--- config.mk ---
export PLATFORM = sky130hd
export DESIGN_NAME = mc_ctrl_fsm
export DESIGN_NICKNAME = d
export VERILOG_FILES = /design/src/rtl/mc_ctrl_fsm.sv
export SDC_FILE = /design/constraint.sdc
export NUM_CORES = 1
export LEC_CHECK = 0
export BUFFER_PORTS_ARGS = -buffer_cell sky130_fd_sc_hd__clkbuf_2
export CORE_MARGIN = 2
export CORE_UTILIZATION = 25
export DETAILED_ROUTE_END_ITERATION = 6
export PLACE_DENSITY_LB_ADDON = 0.05
export SLEW_MARGIN = 0
export SYNTH_ARGS = -nofsm -noshare
export SYNTH_HDL_FRONTEND = slang
export SYNTH_SLANG_ARGS = --single-unit
--- constraint.sdc ---
create_clock -name clk -period 1.9 [get_ports clk]
set_input_delay 0 -clock clk [delete_from_list [all_inputs] [get_ports clk]]
set_output_delay 0 -clock clk [all_outputs]
set_load 0.03 [all_outputs]
--- src/rtl/mc_ctrl_fsm.sv ---
// Multicycle MIPS control sequencer: fetch/decode/execute/mem/writeback, drives all datapath controls.
// Latency: Moore outputs from the state register. FETCH also gates ir_write/pc_en with mem_ready,
//          and BRANCH gates pc_en with zero.
// Backpressure: memory states hold until mem_ready. After TIMEOUT cycles without it: bus_err, then refetch.
//
// Ports:
//   clk, reset (async, active-high)
//   opcode, zero, mem_ready            : inputs from IR / ALU / memory
//   pc_en, pc_src, iord, mem_read, mem_write, ir_write, reg_dst, mem_to_reg, reg_write,
//   alu_src_a, alu_src_b, alu_op       : datapath controls
//   state                              : current state encoding
//   bus_err, illegal_op                : single-cycle error pulses
module mc_ctrl_fsm #(
    parameter int TIMEOUT = 16,
    parameter int CNT_W   = 5
) (
    input  logic       clk,
    input  logic       reset,
    input  logic [5:0] opcode,
    input  logic       zero,
    input  logic       mem_ready,
    output logic       pc_en,
    output logic [1:0] pc_src,
    output logic       iord,
    output logic       mem_read,
    output logic       mem_write,
    output logic       ir_write,
    output logic       reg_dst,
    output logic       mem_to_reg,
    output logic       reg_write,
    output logic       alu_src_a,
    output logic [1:0] alu_src_b,
    output logic [1:0] alu_op,
    output logic [3:0] state,
    output logic       bus_err,
    output logic       illegal_op
);

    typedef enum logic [3:0] {
        IDLE   = 4'd0,
        FETCH  = 4'd1,
        DECODE = 4'd2,
        MEMADR = 4'd3,
        MEMRD  = 4'd4,
        MEMWB  = 4'd5,
        MEMWR  = 4'd6,
        EXEC   = 4'd7,
        ALUWB  = 4'd8,
        BRANCH = 4'd9,
        JUMP   = 4'd10,
        ADDIWB = 4'd11
    } state_t;

    localparam logic [5:0] OP_RTYPE = 6'h00;
    localparam logic [5:0] OP_J     = 6'h02;
    localparam logic [5:0] OP_BEQ   = 6'h04;
    localparam logic [5:0] OP_ADDI  = 6'h08;
    localparam logic [5:0] OP_LW    = 6'h23;
    localparam logic [5:0] OP_SW    = 6'h2B;

    localparam logic [CNT_W-1:0] LP_LAST = CNT_W'(TIMEOUT - 1);
    localparam logic [CNT_W-1:0] LP_MAX  = '1;

    state_t           r_state;
    state_t           w_next;
    logic [CNT_W-1:0] r_cnt;
    logic             w_wait_st;
    logic             w_timeout;

    assign w_wait_st = (r_state == FETCH) || (r_state == MEMRD) || (r_state == MEMWR);
    // mem_ready takes priority over an expiring count.
    assign w_timeout = w_wait_st && !mem_ready && (r_cnt >= LP_LAST);

    always_ff @(posedge clk or posedge reset) begin
        if (reset) begin
            r_state <= IDLE;
            r_cnt   <= '0;
        end else begin
            r_state <= w_next;
            // Every exit from a wait state (ready or timeout) clears the count.
            // Non-wait states keep it at zero, so each wait state starts from 0.
            if (w_wait_st && !mem_ready && !w_timeout) begin
                if (r_cnt != LP_MAX) begin
                    r_cnt <= r_cnt + 1'b1;
                end
            end else begin
                r_cnt <= '0;
            end
        end
    end

    always_comb begin
        w_next     = r_state;
        pc_en      = 1'b0;
        pc_src     = 2'd0;
        iord       = 1'b0;
        mem_read   = 1'b0;
        mem_write  = 1'b0;
        ir_write   = 1'b0;
        reg_dst    = 1'b0;
        mem_to_reg = 1'b0;
        reg_write  = 1'b0;
        alu_src_a  = 1'b0;
        alu_src_b  = 2'd0;
        alu_op     = 2'd0;
        bus_err    = 1'b0;
        illegal_op = 1'b0;

        case (r_state)
            IDLE: begin
                w_next = FETCH;
            end
            FETCH: begin
                mem_read  = 1'b1;
                alu_src_b = 2'd1;
                if (mem_ready) begin
                    ir_write = 1'b1;
                    pc_en    = 1'b1;
                    w_next   = DECODE;
                end else if (w_timeout) begin
                    bus_err = 1'b1;
                    w_next  = FETCH;
                end
            end
            DECODE: begin
                // Speculative branch target into ALUOut.
                alu_src_b = 2'd2;
                case (opcode)
                    OP_LW, OP_SW:     w_next = MEMADR;
                    OP_RTYPE, OP_ADDI: w_next = EXEC;
                    OP_BEQ:           w_next = BRANCH;
                    OP_J:             w_next = JUMP;
                    default: begin
                        illegal_op = 1'b1;
                        w_next     = FETCH;
                    end
                endcase
            end
            MEMADR: begin
                alu_src_a = 1'b1;
                alu_src_b = 2'd2;
                if (opcode == OP_LW) begin
                    w_next = MEMRD;
                end else if (opcode == OP_SW) begin
                    w_next = MEMWR;
                end else begin
                    w_next = FETCH;
                end
            end
            MEMRD: begin
                iord     = 1'b1;
                mem_read = 1'b1;
                if (mem_ready) begin
                    w_next = MEMWB;
                end else if (w_timeout) begin
                    bus_err = 1'b1;
                    w_next  = FETCH;
                end
            end
            MEMWB: begin
                mem_to_reg = 1'b1;
                reg_write  = 1'b1;
                w_next     = FETCH;
            end
            MEMWR: begin
                iord      = 1'b1;
                mem_write = 1'b1;
                if (mem_ready) begin
                    w_next = FETCH;
                end else if (w_timeout) begin
                    bus_err = 1'b1;
                    w_next  = FETCH;
                end
            end
            EXEC: begin
                alu_src_a = 1'b1;
                if (opcode == OP_ADDI) begin
                    alu_src_b = 2'd2;
                    w_next    = ADDIWB;
                end else begin
                    alu_op = 2'd2;
                    w_next = ALUWB;
                end
            end
            ALUWB: begin
                reg_dst   = 1'b1;
                reg_write = 1'b1;
                w_next    = FETCH;
            end
            ADDIWB: begin
                reg_write = 1'b1;
                w_next    = FETCH;
            end
            BRANCH: begin
                alu_src_a = 1'b1;
                alu_op    = 2'd1;
                pc_src    = 2'd1;
                pc_en     = zero;
                w_next    = FETCH;
            end
            JUMP: begin
                pc_src = 2'd2;
                pc_en  = 1'b1;
                w_next = FETCH;
            end
            default: begin
                w_next = IDLE;
            end
        endcase
    end

    assign state = r_state;

endmodule

# == Word level (Yosys, flattened, before mapping) ==
# Cells that the tools add are included.
# totals
regBits,9
inputBits,10
output_inout_bits,21
elab_cells,72
# classes
n_addsub,1
magnitude_cmp,1
n_eq_ne,18
muxes,31
reduce_logical,19
# ops
op,count
case mux 4 bit (7 select lines),1
"== test 4 x 3 -> 1 bit, second input constant",4
"== test 4 bit, second input constant",4
two-way mux 4 bit,4
case mux 4 bit (4 select lines),1
two-way mux 1 bit,14
"== test 6 bit, second input constant",2
OR reduction 6 bit,2
two-way mux 5 bit,2
OR reduction 2 bit,5
OR reduction 3 bit,3
"== test 4 x 2 -> 1 bit, second input constant",2
case mux 2 bit (2 select lines),2
"== test 6 x 2 -> 1 bit, second input constant",1
"== test 6 x 3 -> 1 bit, second input constant",1
"== test 6 x 4 -> 1 bit, second input constant",1
zero test 6 bit,1
two-way mux 2 bit,3
two-way mux 3 bit,2
case mux 2 bit (3 select lines),1
"adder 5 x 1 -> 5 bit, second input constant",1
">= comparator 5 x 4 -> 1 bit, second input constant",1
"!= test 5 bit, second input constant",1
"== test 4 x 1 -> 1 bit, second input constant",1
6 further kinds,10

# == Longest topological paths before layout ==
# Gate-level depths: netlist of the first run.
# depth
word_depth,8
depth_mapped,6
ltp_nobuf,6

# == Worst setup path after synthesis of the first run ==
# OpenSTA, ideal clock, no wires.
# synth_path
path_type,register to output
startpoint,"register r_state[3], in the netlist state[3]"
endpoint,output alu_src_a
t_arrival_ns,1.845
slack_ns,0.055
stages_incl_launch_ff,5
n_path_buf,1
cell_sequence,dfrtp_1 buf_2 nand2b_1 or2_2 a21boi_0
# synth_between
elab_chain_cells,3
word_cells_on_any_way,5
cone_classes,eq/ne (3); mux (1); reduce/logical (1)
# synth_rtl
element,line,rtl
from (decl),64,state_t r_state;
from (signal assigned),79,r_state <= w_next;
== test 4 x 3 -> 1 bit (tied with other cells),109,case (r_state)
OR reduction 3 bit (no source line) *,-,
two-way mux 1 bit *,109,
to (decl),31,"output logic alu_src_a,"
# Mark *: on every way between the ends. The rest lies on a longest branch, timed or not.

# == Worst setup path after layout of the first run ==
# layout_path
startpoint,register r_cnt[0]
endpoint,register r_cnt[3]
# layout_between
elab_chain_cells,5
word_cells_on_any_way,9
cone_classes,add/sub (1); order compare (1); eq/ne (2); mux (2); reduce/logical (3)
# layout_rtl
element,line,rtl
from (decl),66,logic [CNT_W-1:0] r_cnt;
from (signal assigned),84,r_cnt <= r_cnt + 1'b1;
>= comparator 5 x 4 -> 1 bit,72,assign w_timeout = w_wait_st && !mem_ready && (r_cnt >= LP_LAST);
logical AND 1 bit,72,
zero test 1 bit,82,if (w_wait_st && !mem_ready && !w_timeout) begin
logical AND 1 bit,82,
!= test 2 x 1 -> 1 bit (no source line) / two-way mux 5 bit (equally long branches),-,
# Several ways; a longest one is shown, not always the timed one. The select of a mux whose other input is x is not followed.
# A chain may end at the register's enable or synchronous reset.

==> Implementation_results.wiki, run 1 <==
{| class="wikitable"
! Metric !! Value
|-
| Number of buffers between clock root and the deepest sink || 2
|-
| Share of post-route cells with drive strength above 1 || 0.2941
|-
| Net Count, Synth || 130
|-
| Count of filler cells inserted in the layout || 364
|-
| Largest net degree at the start of global routing || 20
|-
| Ys flop type || sky130_fd_sc_hd__dfrtp_1
|-
| Total wirelength of the detailed-routed design || 2432 um
|-
| Total area of multi-input combinational cells || 595.6 um2
|-
| Worst vdd rail ir drop || 0.5111 mV
|-
| Die area || 0.003913 mm2
|-
| Crit path buffers/inverters || 0
|-
| Number of sinks on the clock net || 9
|-
| GR Util All Layers || 0.1321
|-
| Depth of the CTS H-tree || 1
|-
| Number of DRC markers in iteration 0 || 33
|-
| Crit-path slowest cell || sky130_fd_sc_hd__or4_4
|-
| Asr flop ratio synth || 1.000
|-
| Leading post-synthesis cells by cell area || sky130_fd_sc_hd__dfrtp_1 26%, sky130_fd_sc_hd__nor2_1 8.8%, sky130_fd_sc_hd__nor2b_1 5.8%
|-
| Post-synthesis sequential element count || 9
|-
| Cell type with the highest aggregate area in the netlist || sky130_fd_sc_hd__dfrtp_1
|-
| Library cells used by synthesis || 35
|-
| Worst Setup Slack post-DPL || 0.1317 ns
|-
| Number of nets still failing antenna checks after routing || 0
|-
| Count of flip-flops with a built-in enable after synthesis || 0
|-
| Placeable Area || 0.003311 mm2
|-
| Top delay family on crit path || simple AND/OR/NAND/NOR gates
|-
| Fraction of the yosys area taken by sequential cells || 0.2628
|-
| Antenna cells || 0
|-
| Yosys warning count || 0
|-
| Leakage power || 0.5510 nW
|-
| Power density of the placed cells || 906.8 mW/mm2
|-
| Element type at the critical path start || flip-flop
|-
| Clk pin slew, worst setup/hold paths || 0.07 ns
|-
| DRC violations left || 0
|-
| PortBufs || 30
|-
| Routed length on met3 || 131 um
|-
| Via total after detailed routing || 958
|-
| Reported max-cap violation count || 0
|-
| Total half-perimeter wirelength after legalization and detailed placement || 1853 um
|-
| Via count of the first global-routing pass || 920
|-
| Setup violations, final || 0
|-
| Endpoint required time on the critical path || 2.09 ns
|-
| Last weighted congestion value of the routability-driven placer || 0.7356
|-
| Synth Cell Area || 857.1 um2
|-
| Path type of the worst min-delay path || input port to flip-flop
|-
| Most common library cells after synthesis || 20 x sky130_fd_sc_hd__nor2_1, 9 x sky130_fd_sc_hd__dfrtp_1, 8 x sky130_fd_sc_hd__nor2b_1
|-
| Final max-slew violation count || 0
|-
| Core Util, Final || 0.3435
|-
| Horizontal die dimension || 62.55 um
|-
| Dominant cell type by count on the critical path || sky130_fd_sc_hd__ha_1
|-
| Cell Chain, Critical Path || ha_1 -> and3_1 -> ha_1 -> or4_4 -> nor2_1
|-
| Kind of critical path || flip-flop to flip-flop
|-
| Area used by sequential logic in the layout || 225.2 um2
|-
| Final hold violation count || 0
|-
| Total number of nets in the final design || 167
|-
| Wire length per cell || 12.22 um
|-
| Status || completed
|-
| Initial antenna violation count || 0
|-
| Crit share post-route || 0.9423
|-
| Maximum frequency from static timing analysis || 558.6 MHz
|-
| Top-Level Pins || 31
|-
| Insertion delay of the later-clocked pin in the worst-skew pair || 0.26 ns
|-
| Mean number of vias per cell || 4.814
|-
| Most instantiated library cell after synthesis || sky130_fd_sc_hd__nor2_1
|-
| Detailed Routing Iterations Pass 1 || 4
|-
| CP max stage delay || 0.56 ns
|-
| Effective utilization at floorplan || 0.2589
|-
| CTS tree || yes
|-
| Number of buffers added by the clock tree synthesis step || 3
|-
| Arrival time worst endpoint || 1.98 ns
|-
| Global-route wire length before repair || 4250 um
|-
| Clock period minus final worst setup slack || 1.790 ns
|-
| Area growth, synth to finish || 32.70%
|-
| Met2 wirelength from detailed routing || 1035 um
|-
| Crit path capture type || flip-flop
|-
| Met1 wire length || 1266 um
|-
| Row count || 21
|-
| Height of the chip || 62.55 um
|-
| Clock tree skew after final layout || 0.0005994 ns
|-
| Crit path setup slack, layout || 0.1097 ns
|-
| Share of Yosys cell area claimed by the top area cell type || 0.2628
|-
| Overflow after GRT || 0
|-
| Slew at the pin closest to its max-slew limit || 0.4643 ns
|-
| Mean post-synth cell area || 7.325 um2
|-
| Highest metal layer used by the detailed router || met3
|-
| Worst slew margin || 0.6876
|-
| Maximum fanout along the worst path || 5
|-
| Clock tree root driver cell || sky130_fd_sc_hd__clkbuf_4
|-
| Post-synthesis instance total || 117
|}
==> kinds of logic after synthesis <==
kind of cell | synth area share
flip-flops | 0.2628
adder cells (fa/ha/maj) | 0.04380
XOR/XNOR | 0.05110
AO/OA/AOI/OAI | 0.1577
AND/OR/NAND/NOR | 0.4234
multiplexers | 0.01168
buffers and inverters | 0.04963
==> where the power goes <==
part	total, mW	switching, mW	leakage [nW]	internal [mW]
registers	0.263	0.0413	0.120	0.222
clock network	0.154	0.0757	0.0177	0.0779
logic	0.615	0.398	0.413	0.217
==> metal layers <==
layer  global-route usage  vias to the layer above
met1               0.1903                      442
met2               0.2016                       24
met5                    0                        -
met3              0.04685                        0
li1                     -                      492
met4                    0                        0
==> cell type report <==
type                    count  area share
inverters                   3    0.009901
clock buffers               3     0.01980
well taps                  46     0.05061
clock inverters             1    0.004400
repair buffers             39      0.1936
flip-flops and latches      9      0.1980
multi-input cells          98      0.5237
==> metrics by stage <==
| stage | power (mW) | setup TNS [ns] | area, um2 | hold WS (ns) | cells |
|---|---|---|---|---|---|
| 6_report | 1.031 | 0 | 1137 | 0.09280 | 199 |
| 5_1_grt | 1.123 | -0.006874 | 1137 | 0.1180 | 199 |
| 4_1_cts | 1.034 | 0 | 1124 | 0.09095 | 198 |
| 3_5_place_dp | 0.8718 | 0 | 1086 | -0.02184 | 193 |
| 3_3_place_gp | 0.8756 | 0 | 1086 | -0.007529 | 193 |
| 2_1_floorplan | 0.7081 | 0 | 857.1 | -0.1721 | 117 |
==> what timing repair did <==
action | CTS | global route
gates resized for setup | 0 | 1
endpoints found under the setup margin | 0 | 2
hold buffers | 1 | 0
hold endpoints to repair | 9 | 0
setup buffers | 0 | 1
==> state kept, by name, indices dropped and copies added, names as in the netlist <==
| name | count |
|---|---|
| r_cnt | 5 |
| state | 4 |
==> worst reg2reg max path: cells and delay by family, from the launching register on <==
| kind | cells | cell delay (ns) |
|---|---|---|
| simple gates | 3 | 0.86 |
| flops | 1 | 0.42 |
| fa+ha+maj | 2 | 0.43 |
==> worst paths after layout <==
path                       startpoint        to  slack, ns  cells after the start
setup / recovery             r_cnt[0]  r_cnt[3]       0.11                      5
hold / removal              opcode[4]  state[0]       0.09                      3
setup reg to reg             r_cnt[0]  r_cnt[3]       0.11                      5
hold reg to reg              r_cnt[2]  r_cnt[2]       0.60                      2
max in group asynchronous       reset  r_cnt[4]       1.40                      3
min in group asynchronous       reset  r_cnt[1]       0.23                      3
==> placed cells by master, fill, tap and decap left out <==
master / instances
sky130_fd_sc_hd__a211o_1: 2
sky130_fd_sc_hd__a21boi_0: 1
sky130_fd_sc_hd__a21oi_1: 4
sky130_fd_sc_hd__a221oi_1: 2
sky130_fd_sc_hd__a31oi_1: 1
sky130_fd_sc_hd__a32oi_1: 1
sky130_fd_sc_hd__and2b_1: 1
sky130_fd_sc_hd__and3_1: 3
sky130_fd_sc_hd__and4_1: 2
sky130_fd_sc_hd__buf_4: 8
sky130_fd_sc_hd__clkbuf_2: 30
sky130_fd_sc_hd__clkbuf_4: 3
sky130_fd_sc_hd__clkinv_2: 1
sky130_fd_sc_hd__dfrtp_1: 9
sky130_fd_sc_hd__dlygate4sd3_1: 1
sky130_fd_sc_hd__ha_1: 3
sky130_fd_sc_hd__inv_1: 3
sky130_fd_sc_hd__mux2i_1: 1
sky130_fd_sc_hd__nand2_1: 5
sky130_fd_sc_hd__nand2b_1: 7
sky130_fd_sc_hd__nand3_1: 5
sky130_fd_sc_hd__nand4_1: 3
sky130_fd_sc_hd__nor2_1: 20
sky130_fd_sc_hd__nor2b_1: 8
sky130_fd_sc_hd__nor3_1: 6
sky130_fd_sc_hd__nor3b_1: 2
sky130_fd_sc_hd__nor4_1: 2
sky130_fd_sc_hd__nor4_2: 1
sky130_fd_sc_hd__o2111ai_1: 1
sky130_fd_sc_hd__o211ai_1: 1
sky130_fd_sc_hd__o21ai_0: 6
sky130_fd_sc_hd__o21ai_1: 1
sky130_fd_sc_hd__o22ai_1: 1
sky130_fd_sc_hd__or2_2: 1
sky130_fd_sc_hd__or3_1: 1
sky130_fd_sc_hd__or4_4: 1
sky130_fd_sc_hd__xnor2_1: 3
sky130_fd_sc_hd__xor2_1: 2
No activity file was read; power rests on OpenSTA's default activity.
==> run 2: changes to the inputs <==
- CORE_MARGIN: 2 -> default
- CORE_UTILIZATION: 25 -> 48
==> run 2 against run 1 <==
Sequential power grew 6%. Critical endpoint is now r_cnt[1]. Clock skew grew 0.0092 ns. Wire length is 16% lower. Worst hold slack worse by 0.0023 ns. Die area shrank 50%. Combinational power decreased by 7.0%. The run now ends with design-rule violations left. Critical path type unchanged. Cell area fell by 5.7%. Total power shrank 3.5%. First-iteration DRC count is 18% lower. Clock power fell by 6%. Sequential cell count did not move.
==> Implementation_results.wiki, run 2 (synthesis results as in run 1) <==
{| class="wikitable"
! Metric !! Value
|-
| Clk pin slew, worst setup/hold paths || 0.06 ns (was 0.07 ns)
|-
| Power density of the placed cells || 927.7 mW/mm2 (was 906.8 mW/mm2)
|-
| Crit path capture type || flip-flop (unchanged)
|-
| Total wirelength of the detailed-routed design || 2032 um (was 2432 um)
|-
| Worst slew margin || 0.6923 (was 0.6876)
|-
| Top-Level Pins || 31 (unchanged)
|-
| Number of nets still failing antenna checks after routing || 0 (unchanged)
|-
| Row count || 14 (was 21)
|-
| Depth of the CTS H-tree || 1 (unchanged)
|-
| Wire length per cell || 11.81 um (was 12.22 um)
|-
| Last weighted congestion value of the routability-driven placer || 0.8557 (was 0.7356)
|-
| Antenna cells || 0 (unchanged)
|-
| Setup violations, final || 0 (unchanged)
|-
| Effective utilization at floorplan || 0.5377 (was 0.2589)
|-
| Failing checks || design-rule violations
|-
| Worst vdd rail ir drop || 0.6254 mV (was 0.5111 mV)
|-
| Total area of multi-input combinational cells || 595.6 um2 (unchanged)
|-
| Path type of the worst min-delay path || input port to flip-flop (unchanged)
|-
| Core Util, Final || 0.6727 (was 0.3435)
|-
| Setup TNS || 0 ns (unchanged)
|-
| Maximum frequency from static timing analysis || 566.8 MHz (was 558.6 MHz)
|-
| Non-filler instance count after layout || 172 (was 199)
|-
| Clock period minus final worst setup slack || 1.764 ns (was 1.790 ns)
|-
| Highest metal layer used by the detailed router || met4 (was met3)
|-
| Met2 wirelength from detailed routing || 895 um (was 1035 um)
|-
| Total half-perimeter wirelength after legalization and detailed placement || 1572 um (was 1853 um)
|-
| Maximum fanout along the worst path || 5 (unchanged)
|-
| Clock tree skew after final layout || 0.009768 ns (was 0.0005994 ns)
|-
| Arrival time worst endpoint || 1.95 ns (was 1.98 ns)
|-
| Horizontal die dimension || 44.26 um (was 62.55 um)
|-
| Share of post-route cells with drive strength above 1 || 0.2703 (was 0.2941)
|-
| Placeable Area || 0.001594 mm2 (was 0.003311 mm2)
|-
| Global-route wire length before repair || 3677 um (was 4250 um)
|-
| Area used by sequential logic in the layout || 226.5 um2 (was 225.2 um2)
|-
| Kind of critical path || flip-flop to flip-flop (unchanged)
|-
| CTS tree || yes (unchanged)
|-
| Commonest non-fill, non-tap cell in the layout || sky130_fd_sc_hd__clkbuf_2 (unchanged)
|-
| Element type at the critical path start || flip-flop (unchanged)
|-
| Via count of the first global-routing pass || 824 (was 920)
|-
| Slew at the pin closest to its max-slew limit || 0.4574 ns (was 0.4643 ns)
|-
| Detailed Routing Iterations Pass 1 || 6 (was 4)
|-
| Number of sinks on the clock net || 9 (unchanged)
|-
| PortBufs || 30 (unchanged)
|-
| Mean number of vias per cell || 5.576 (was 4.814)
|-
| Largest net degree at the start of global routing || 19 (was 20)
|-
| Number of buffers added by the clock tree synthesis step || 3 (unchanged)
|-
| Reported max-cap violation count || 0 (unchanged)
|-
| Number of flip-flops under the largest register name || 5 (unchanged)
|-
| Placed Instances || 167 (was 193)
|-
| DRC violations left || 2 (was 0)
|-
| Final hold violation count || 0 (unchanged)
|-
| Leakage power || 0.5212 nW (was 0.5510 nW)
|-
| RSZ-0062 raised after global routing || no
|-
| Clock tree root driver cell || sky130_fd_sc_hd__clkbuf_4 (unchanged)
|-
| Met1 wire length || 984 um (was 1266 um)
|-
| Routed length on met3 || 141 um (was 131 um)
|-
| Overflow after GRT || 0 (unchanged)
|-
| Height of the chip || 44.26 um (was 62.55 um)
|-
| Die area || 0.001959 mm2 (was 0.003913 mm2)
|-
| Endpoint required time on the critical path || 2.08 ns (was 2.09 ns)
|-
| Number of DRC markers in iteration 0 || 27 (was 33)
|-
| Final max-slew violation count || 0 (unchanged)
|-
| Area growth, synth to finish || 25.11% (was 32.70%)
|-
| Via total after detailed routing || 959 (was 958)
|-
| GR Util All Layers || 0.2572 (was 0.1321)
|-
| Count of filler cells inserted in the layout || 150 (was 364)
|-
| Number of buffers between clock root and the deepest sink || 2 (unchanged)
|-
| Initial antenna violation count || 0 (unchanged)
|-
| Status || complete, but fails checks (was completed)
|-
| Top library cells by usage in the layout, fill and taps aside || 30 x sky130_fd_sc_hd__clkbuf_2, 20 x sky130_fd_sc_hd__nor2_1, 8 x sky130_fd_sc_hd__nor2b_1, 8 x sky130_fd_sc_hd__dfrtp_1, 7 x sky130_fd_sc_hd__nand2b_1 (was 30 x sky130_fd_sc_hd__clkbuf_2, 20 x sky130_fd_sc_hd__nor2_1, 9 x sky130_fd_sc_hd__dfrtp_1, 8 x sky130_fd_sc_hd__nor2b_1, 8 x sky130_fd_sc_hd__buf_4)
|-
| Total number of nets in the final design || 162 (was 167)
|-
| Crit share post-route || 0.9286 (was 0.9423)
|-
| Largest reg by FF count || r_cnt (unchanged)
|-
| Insertion delay of the later-clocked pin in the worst-skew pair || 0.26 ns (about the same)
|}
-- run 2: worst max-delay path, cell delays in order (launching register included) --
cell	delay, ns
sky130_fd_sc_hd__dfrtp_1	0.41
sky130_fd_sc_hd__ha_1	0.21
sky130_fd_sc_hd__and3_1	0.16
sky130_fd_sc_hd__ha_1	0.22
sky130_fd_sc_hd__or4_4	0.56
sky130_fd_sc_hd__nor2_1	0.12
-- run 2: worst paths after layout --
path	slack, ns	from	depth (start not counted)	end
min	0.09	opcode[3]	3	state[1]
max in group asynchronous	1.42	reset	3	state[1]
max	0.14	r_cnt[0]	5	r_cnt[1]
min in group asynchronous	0.22	reset	3	state[2]
max reg2reg	0.14	r_cnt[0]	5	r_cnt[1]
min reg2reg	0.57	r_cnt[3]	2	r_cnt[3]
-- run 2: repair_timing --
action,CTS,global route
gates resized for setup,0,2
buffers inserted,0,0
hold buffers,1,0
setup endpoints to repair,0,3
endpoints found under the hold margin,9,0
-- run 2: report_power, final --
part / switching (mW) / internal (mW)
registers: 0.0556 / 0.223
clock network: 0.0634 / 0.0807
logic: 0.374 / 0.197
total: 0.493 / 0.502
-- run 2: layout make-up --
type | count | area share
timing repair buffer | 34 | 0.1704
clock buffer | 4 | 0.02450
inverter | 3 | 0.01050
sequential | 9 | 0.2112
tap | 24 | 0.02800
multi-input combinational | 98 | 0.5554
-- run 2: routing by layer --
layer	global-route usage	vias up
li1	-	479
met4	0.07273	0
met3	0.07347	4
met1	0.3526	442
met5	0	-
met2	0.3941	34
-- run 2: through the flow --
step	hold WS [ns]	total power, mW	area (um2)	setup WS (ns)
2_1_floorplan	-0.1721	0.7081	857.1	0.05512
3_3_place_gp	-0.04934	0.8360	1028	0.1748
3_5_place_dp	-0.04833	0.8488	1028	0.1069
4_1_cts	0.07519	0.9974	1065	0.1096
5_1_grt	0.1037	1.074	1072	0.01187
6_report	0.09049	0.9948	1072	0.1357
